--- src/rtl/border_overlay.sv ---
// border_overlay: loads digit border tables from RAM and draws RGB565 boxes on video.
// Define BOX_THICK_EN for 2-pixel-thick boxes; default build draws 1-pixel boxes.
module border_overlay #(
    parameter int          NUM_ROW   = 1,
    parameter int          NUM_COL   = 4,
    parameter int          DEPBIT    = 10,
    parameter logic [15:0] BOX_COLOR = 16'hF800
) (
    input  logic              clk,
    input  logic              rst_n,
    input  logic              frame_vsync,
    input  logic              frame_hsync,
    input  logic              frame_de,
    input  logic [15:0]       pixel_data,
    input  logic [10:0]       xpos,
    input  logic [10:0]       ypos,
    input  logic [3:0]        num_col,
    input  logic [3:0]        num_row,
    input  logic              project_done_flag,
    output logic [DEPBIT-1:0] col_border_addr_rd,
    output logic [DEPBIT-1:0] row_border_addr_rd,
    input  logic [DEPBIT-1:0] col_border_data_rd,
    input  logic [DEPBIT-1:0] row_border_data_rd,
    output logic              post_vsync,
    output logic              post_hsync,
    output logic              post_de,
    output logic [15:0]       post_data,
    output logic              boxes_valid,
    output logic [3:0]        box_count
);
    localparam int CN  = 2 * NUM_COL;
    localparam int RN  = 2 * NUM_ROW;
    localparam int CIW = $clog2(CN);
    localparam int RIW = $clog2(RN);
    localparam logic [DEPBIT-1:0] ONE = DEPBIT'(1);

    typedef enum logic [1:0] {IDLE, FETCH_COL, FETCH_ROW, READY} state_t;

    state_t            state_q;
    logic              done_q;
    logic [3:0]        ncol_q, nrow_q, act_ncol_q, act_nrow_q;
    logic [DEPBIT-1:0] col_addr_q, row_addr_q, pend_addr_q;
    logic              pend_q;
    logic [DEPBIT-1:0] sh_col_q  [CN];
    logic [DEPBIT-1:0] sh_row_q  [RN];
    logic [DEPBIT-1:0] act_col_q [CN];
    logic [DEPBIT-1:0] act_row_q [RN];
    logic              boxes_valid_q;
    logic [3:0]        box_count_q;
    logic              post_vsync_q, post_hsync_q, post_de_q;
    logic [15:0]       post_data_q;

    logic              done_rise, vs_rise, edge_hit;
    logic [3:0]        ncol_eff, nrow_eff;
    logic [DEPBIT-1:0] col_last, row_last;
    logic [7:0]        prod;
    logic [3:0]        prod_sat;

    assign done_rise = project_done_flag & ~done_q;
    assign vs_rise   = frame_vsync & ~post_vsync_q;
    assign ncol_eff  = (num_col > 4'(NUM_COL)) ? 4'(NUM_COL) : num_col;
    assign nrow_eff  = (num_row > 4'(NUM_ROW)) ? 4'(NUM_ROW) : num_row;
    assign col_last  = DEPBIT'({ncol_q, 1'b0});
    assign row_last  = DEPBIT'({nrow_q, 1'b0});
    assign prod      = {4'b0, ncol_q} * {4'b0, nrow_q};
    assign prod_sat  = (prod > 8'd15) ? 4'd15 : prod[3:0];

    function automatic logic on_box(input logic [10:0] x, input logic [10:0] y,
                                    input logic [10:0] l, input logic [10:0] r,
                                    input logic [10:0] t, input logic [10:0] b);
        logic vx, vy;
        vx = (x == l) || (x == r);
        vy = (y == t) || (y == b);
`ifdef BOX_THICK_EN
        vx = vx || (x == l + 11'd1) || (x == r - 11'd1);
        vy = vy || (y == t + 11'd1) || (y == b - 11'd1);
`endif
        return (vx && y >= t && y <= b) || (vy && x >= l && x <= r);
    endfunction

    always_comb begin
        edge_hit = 1'b0;
        for (int k = 0; k < NUM_COL; k++) begin
            for (int r = 0; r < NUM_ROW; r++) begin
                if (4'(k) < act_ncol_q && 4'(r) < act_nrow_q &&
                    on_box(xpos, ypos,
                           11'(act_col_q[2*k]), 11'(act_col_q[2*k+1]),
                           11'(act_row_q[2*r]), 11'(act_row_q[2*r+1])))
                    edge_hit = 1'b1;
            end
        end
    end

    always_ff @(posedge clk) begin
        if (!rst_n) begin
            state_q       <= IDLE;
            done_q        <= 1'b0;
            ncol_q        <= '0;
            nrow_q        <= '0;
            act_ncol_q    <= '0;
            act_nrow_q    <= '0;
            col_addr_q    <= '0;
            row_addr_q    <= '0;
            pend_addr_q   <= '0;
            pend_q        <= 1'b0;
            boxes_valid_q <= 1'b0;
            box_count_q   <= '0;
            post_vsync_q  <= 1'b0;
            post_hsync_q  <= 1'b0;
            post_de_q     <= 1'b0;
            post_data_q   <= '0;
            for (int i = 0; i < CN; i++) begin
                sh_col_q[i]  <= '0;
                act_col_q[i] <= '0;
            end
            for (int i = 0; i < RN; i++) begin
                sh_row_q[i]  <= '0;
                act_row_q[i] <= '0;
            end
        end else begin
            done_q       <= project_done_flag;
            post_vsync_q <= frame_vsync;
            post_hsync_q <= frame_hsync;
            post_de_q    <= frame_de;
            post_data_q  <= (frame_de && edge_hit) ? BOX_COLOR : pixel_data;

            // Active tables only change at frame start, so a frame never mixes box sets.
            if (vs_rise && boxes_valid_q) begin
                act_ncol_q <= ncol_q;
                act_nrow_q <= nrow_q;
                act_col_q  <= sh_col_q;
                act_row_q  <= sh_row_q;
            end

            case (state_q)
                IDLE, READY: begin
                    if (done_rise) begin
                        ncol_q        <= ncol_eff;
                        nrow_q        <= nrow_eff;
                        pend_q        <= 1'b0;
                        boxes_valid_q <= 1'b0;
                        if (ncol_eff == 4'd0 || nrow_eff == 4'd0) begin
                            state_q       <= READY;
                            boxes_valid_q <= 1'b1;
                            box_count_q   <= '0;
                        end else begin
                            state_q    <= FETCH_COL;
                            col_addr_q <= ONE;
                        end
                    end
                end
                FETCH_COL: begin
                    pend_q      <= (col_addr_q != '0);
                    pend_addr_q <= col_addr_q - ONE;
                    if (pend_q)
                        sh_col_q[pend_addr_q[CIW-1:0]] <= col_border_data_rd;
                    if (col_addr_q == col_last)
                        col_addr_q <= '0;
                    else if (col_addr_q != '0)
                        col_addr_q <= col_addr_q + ONE;
                    // Address already retired and last datum landing: move on.
                    if (pend_q && col_addr_q == '0) begin
                        state_q    <= FETCH_ROW;
                        row_addr_q <= ONE;
                        pend_q     <= 1'b0;
                    end
                end
                FETCH_ROW: begin
                    pend_q      <= (row_addr_q != '0);
                    pend_addr_q <= row_addr_q - ONE;
                    if (pend_q)
                        sh_row_q[pend_addr_q[RIW-1:0]] <= row_border_data_rd;
                    if (row_addr_q == row_last)
                        row_addr_q <= '0;
                    else if (row_addr_q != '0)
                        row_addr_q <= row_addr_q + ONE;
                    if (pend_q && row_addr_q == '0) begin
                        state_q       <= READY;
                        pend_q        <= 1'b0;
                        boxes_valid_q <= 1'b1;
                        box_count_q   <= prod_sat;
                    end
                end
                default: state_q <= IDLE;
            endcase
        end
    end

    assign col_border_addr_rd = col_addr_q;
    assign row_border_addr_rd = row_addr_q;
    assign post_vsync         = post_vsync_q;
    assign post_hsync         = post_hsync_q;
    assign post_de            = post_de_q;
    assign post_data          = post_data_q;
    assign boxes_valid        = boxes_valid_q;
    assign box_count          = box_count_q;
endmodule

--- config.mk ---
export PLATFORM = sky130hd
export DESIGN_NAME = border_overlay
export DESIGN_NICKNAME = d
export VERILOG_FILES = /design/src/rtl/border_overlay.sv
export SDC_FILE = /design/constraint.sdc
export NUM_CORES = 1
export LEC_CHECK = 0
export CELL_PAD_IN_SITES_DETAIL_PLACEMENT = 0
export CELL_PAD_IN_SITES_GLOBAL_PLACEMENT = 2
export CORE_MARGIN = 3
export CORE_UTILIZATION = 35
export CTS_CLUSTER_DIAMETER = 30
export CTS_CLUSTER_SIZE = 16
export DETAILED_ROUTE_END_ITERATION = 10
export HOLD_SLACK_MARGIN = 0.1
export PLACE_DENSITY_LB_ADDON = 0.1
export SKIP_LAST_GASP = 1
export SYNTH_ARGS = -nofsm -noshare
export SYNTH_HDL_FRONTEND = slang
export SYNTH_SLANG_ARGS = --single-unit
export TNS_END_PERCENT = 1
--- constraint.sdc ---
create_clock -name clk -period 3.9 [get_ports clk]
set_input_delay 0.585 -clock clk [delete_from_list [all_inputs] [get_ports clk]]
set_output_delay 0.585 -clock clk [all_outputs]
set_load 0.05 [all_outputs]
==> results.py <==
metrics = {
    "outcome": {
        "status": "complete, no violations",
    },
    "final_layout": {
        "diodes": 0,
        "area_growth_pct": 29.8,
        "layout.nets": 1889,
        "final_cells": 2247,
        "postLayoutCellArea_um2": 17100,
        "drive_above_1_share_pct": 8.26,
        "final.fill_count": 3731,
    },
    "floorplanning": {
        "fp.dieH_um": 200,
        "dieArea_um2": 40100,
        "die_width_um": 200,
        "core_area_um2": 36900,
        "row_count": 70,
        "io_pins": 116,
        "start_util_pct": 35.8,
    },
    "synth": {
        "synthTopCellsByCount": "nand2_1, dfxtp_1, ha_1, nor2_1, inv_1",
        "syn_inst": 1568,
        "async_flop_share_pct": 0,
        "yosysMostFrequentCell": "nand2_1",
        "syn_avg_cell_area_um2": 8.42,
        "ys_types": 59,
        "synth.ff_latch_count": 267,
        "synth_edf_count": 0,
        "syn-num-nets": 1764,
        "netlist_area_um2": 13200,
        "synth_largest_area_cell": "dfxtp_1",
        "synthTopCellsByArea": "dfxtp_1, ha_1, nand2_1",
        "synth_top_area_share_pct": 40.5,
        "ys_warn_count": 0,
        "yosysSeqAreaShare_pct": 40.5,
        "synth-main-ff-cell": "dfxtp_1",
    },
    "clocking": {
        "cts_setup_buffers": 0,
        "numCtsBuffers": 69,
        "cts-root-buf": "clkbuf_16",
        "path_clk_slew_ns": 0.04,
        "htreeDepth": 3,
        "cts_hold_buf": 0,
        "cts_resized": 0,
        "clock_path_buffers": 3,
        "cts_sinks": 267,
        "insertion_delay_ns": 0.57,
        "cts_tree": "yes",
    },
    "setup_path": {
        "cp-start-kind": "flip-flop",
        "required_ns": 4.37,
        "cp_max_fo": 7,
        "crit_path_cell_trace": "nand2_1, fa_1, inv_1, fa_1, ha_1, a21o_1, a21oi_1, o21bai_1, a21oi_1, xor2_1, a211oi_1, o21bai_1",
        "cp.arrival_ns": 3.87,
        "cpMaxStageDelayCell": "fa_1",
        "reg2reg_slack_ns": 0.50,
        "end_kind": "flip-flop",
        "critPathKind": "reg -> reg",
        "slowest_delay_ns": 0.54,
    },
    "placement": {
        "gpl.final_weighted_congestion": 0.870,
        "place_ws_ns": 0.363,
        "dp.cells": 2126,
        "portBuffers": 115,
        "placed_area_um2": 14900,
        "post-dp-hpwl_um": 29100,
    },
    "sta": {
        "layout_setup_ws_ns": 0.496,
        "hold_viol_final": 0,
        "fin_hold_ws_ns": 0.430,
        "rsz0062_at_grt": "false",
        "skew_ns": 0.0284,
        "worst_pin_slew_ns": 1.01,
        "final-setup-viol-count": 0,
        "finalCritPeriodShare_pct": 87.3,
        "tns_ns": 0,
        "max_freq_mhz": 294,
        "period_minus_slack_ns": 3.40,
        "slew_viol_final": 0,
        "slew_headroom_pct": 32.5,
    },
    "global_route": {
        "first_global_vias": 11000,
        "grt.overflow.total": 0,
        "grt_max_degree": 109,
        "grtUsageTotal_pct": 20.5,
        "antenna_found_initial": 0,
        "grt_pass1_wl_um": 64900,
    },
    "detailed_routing": {
        "wl_um": 41400,
        "vias": 11100,
        "vias_per_cell": 4.94,
        "ant_nets": 0,
        "drc_errors": 0,
        "drt_iter0_drc": 702,
        "drtPass1Iterations": 5,
        "wl_per_cell_um": 18.4,
    },
    "flow_run": {
        "maxCapViolations": 0,
    },
    "power_and_ir_drop": {
        "p_leak_uw": 0.00632,
        "peakVddDrop_mv": 0.253,
        "p_per_area_nw_per_um2": 558,
    },
    "worst_hold_path": {
        "hold_path_class": "reg -> reg",
    },
}
==> worst paths after layout <==
path / start / to / cells after the start
max: ncol_q[0] / box_count[0] / 12
min: sh_col_q[77] / act_col_q[77] / 2
max reg2reg: ncol_q[0] / box_count[0] / 12
min reg2reg: sh_col_q[77] / act_col_q[77] / 2
==> cells in the final DEF, fill, tap and decap left out, types with 4 or more instances in the layout <==
cell,n
nor3_1,15
nand3_1,25
nor4_1,8
or3_1,4
clkinvlp_4,4
ha_1,120
a21oi_1,111
nand2b_1,6
a211oi_1,26
or4_1,4
dfxtp_1,267
nor2b_1,13
clkbuf_16,69
clkbuf_1,14
o21bai_1,4
xnor2_1,9
nand3b_1,10
and2_1,22
mux2i_1,84
buf_4,23
clkdlybuf4s50_1,114
clkinv_2,12
xor2_1,15
a21o_1,15
fa_1,4
o31ai_1,6
inv_6,4
a21boi_0,70
clkbuf_8,11
nand4b_1,9
o22ai_1,4
nand2_1,295
inv_1,117
and3_1,10
bufinv_16,6
nor2_1,120
o21ai_0,24
nand4_1,21
==> routing by layer <==
metal | part of all wire (%) | routed length [um] | GRT usage [%] | up-vias
met4 | 1.5 | 624 | 5.47 | 0
li1 | - | - | - | 5588
met5 | 0 | 0 | 0 | -
met1 | 52 | 21600 | 30.7 | 5270
met2 | 42 | 17300 | 29.9 | 205
met3 | 4.4 | 1800 | 4.05 | 45
==> registers in the layout, summed over array words and instances, names as in the netlist, 10 cells and up <==
| signal | cells |
|---|---|
| act_col_q | 80 |
| act_row_q | 20 |
| col_border_addr_rd | 10 |
| post_data | 16 |
| row_border_addr_rd | 10 |
| sh_col_q | 80 |
| sh_row_q | 20 |
==> worst max-delay path, delay by kind of cell, from the launching register on <==
family / cells / cell delay (ns)
xor+xnor: 1 / 0.09
simple gates: 1 / 0.12
flops: 1 / 0.45
fa+ha+maj: 3 / 1.35
buf+inv: 1 / 0.05
compound gates: 6 / 1.27
==> report_power, final <==
| group | leakage, uW | internal [uW] | switching (uW) |
|---|---|---|---|
| Sequential | 0.00216 | 2800 | 87.9 |
| Clock | 0.00111 | 3820 | 1650 |
| Combinational | 0.00305 | 408 | 789 |
| Total | 0.00632 | 7030 | 2530 |
==> final cells by class <==
cell class | instances | area [um2] | share of cell area, %
Timing Repair Buffer | 140 | 1370 | 8.01
Multi-Input combinational cell | 1097 | 7100 | 41.4
Inverter | 118 | 445 | 2.60
Sequential cell | 267 | 5350 | 31.2
Clock buffer | 94 | 1930 | 11.3
Tap cell | 504 | 631 | 3.68
Clock inverter | 27 | 325 | 1.90
==> cell families after synthesis <==
| group | synth area share, % |
|---|---|
| xor gates and xnor gates | 1.59 |
| adders and majority gates | 12.0 |
| DFF | 40.5 |
| AOI/OAI and AO/OA | 14.2 |
| and+or+nand+nor | 19.4 |
| muxes | 6.36 |
| buffers and inverters | 6.01 |
==> metrics by stage <==
step / total power (uW) / utilization [%]
4_1_cts: 9680 / 46.5
6_report: 9570 / 46.5
2_1_floorplan: 3710 / -
3_5_place_dp: 4140 / 40.4
5_1_grt: 9990 / 46.5
3_3_place_gp: 4140 / 40.4
No activity file was read; power rests on OpenSTA's default activity.
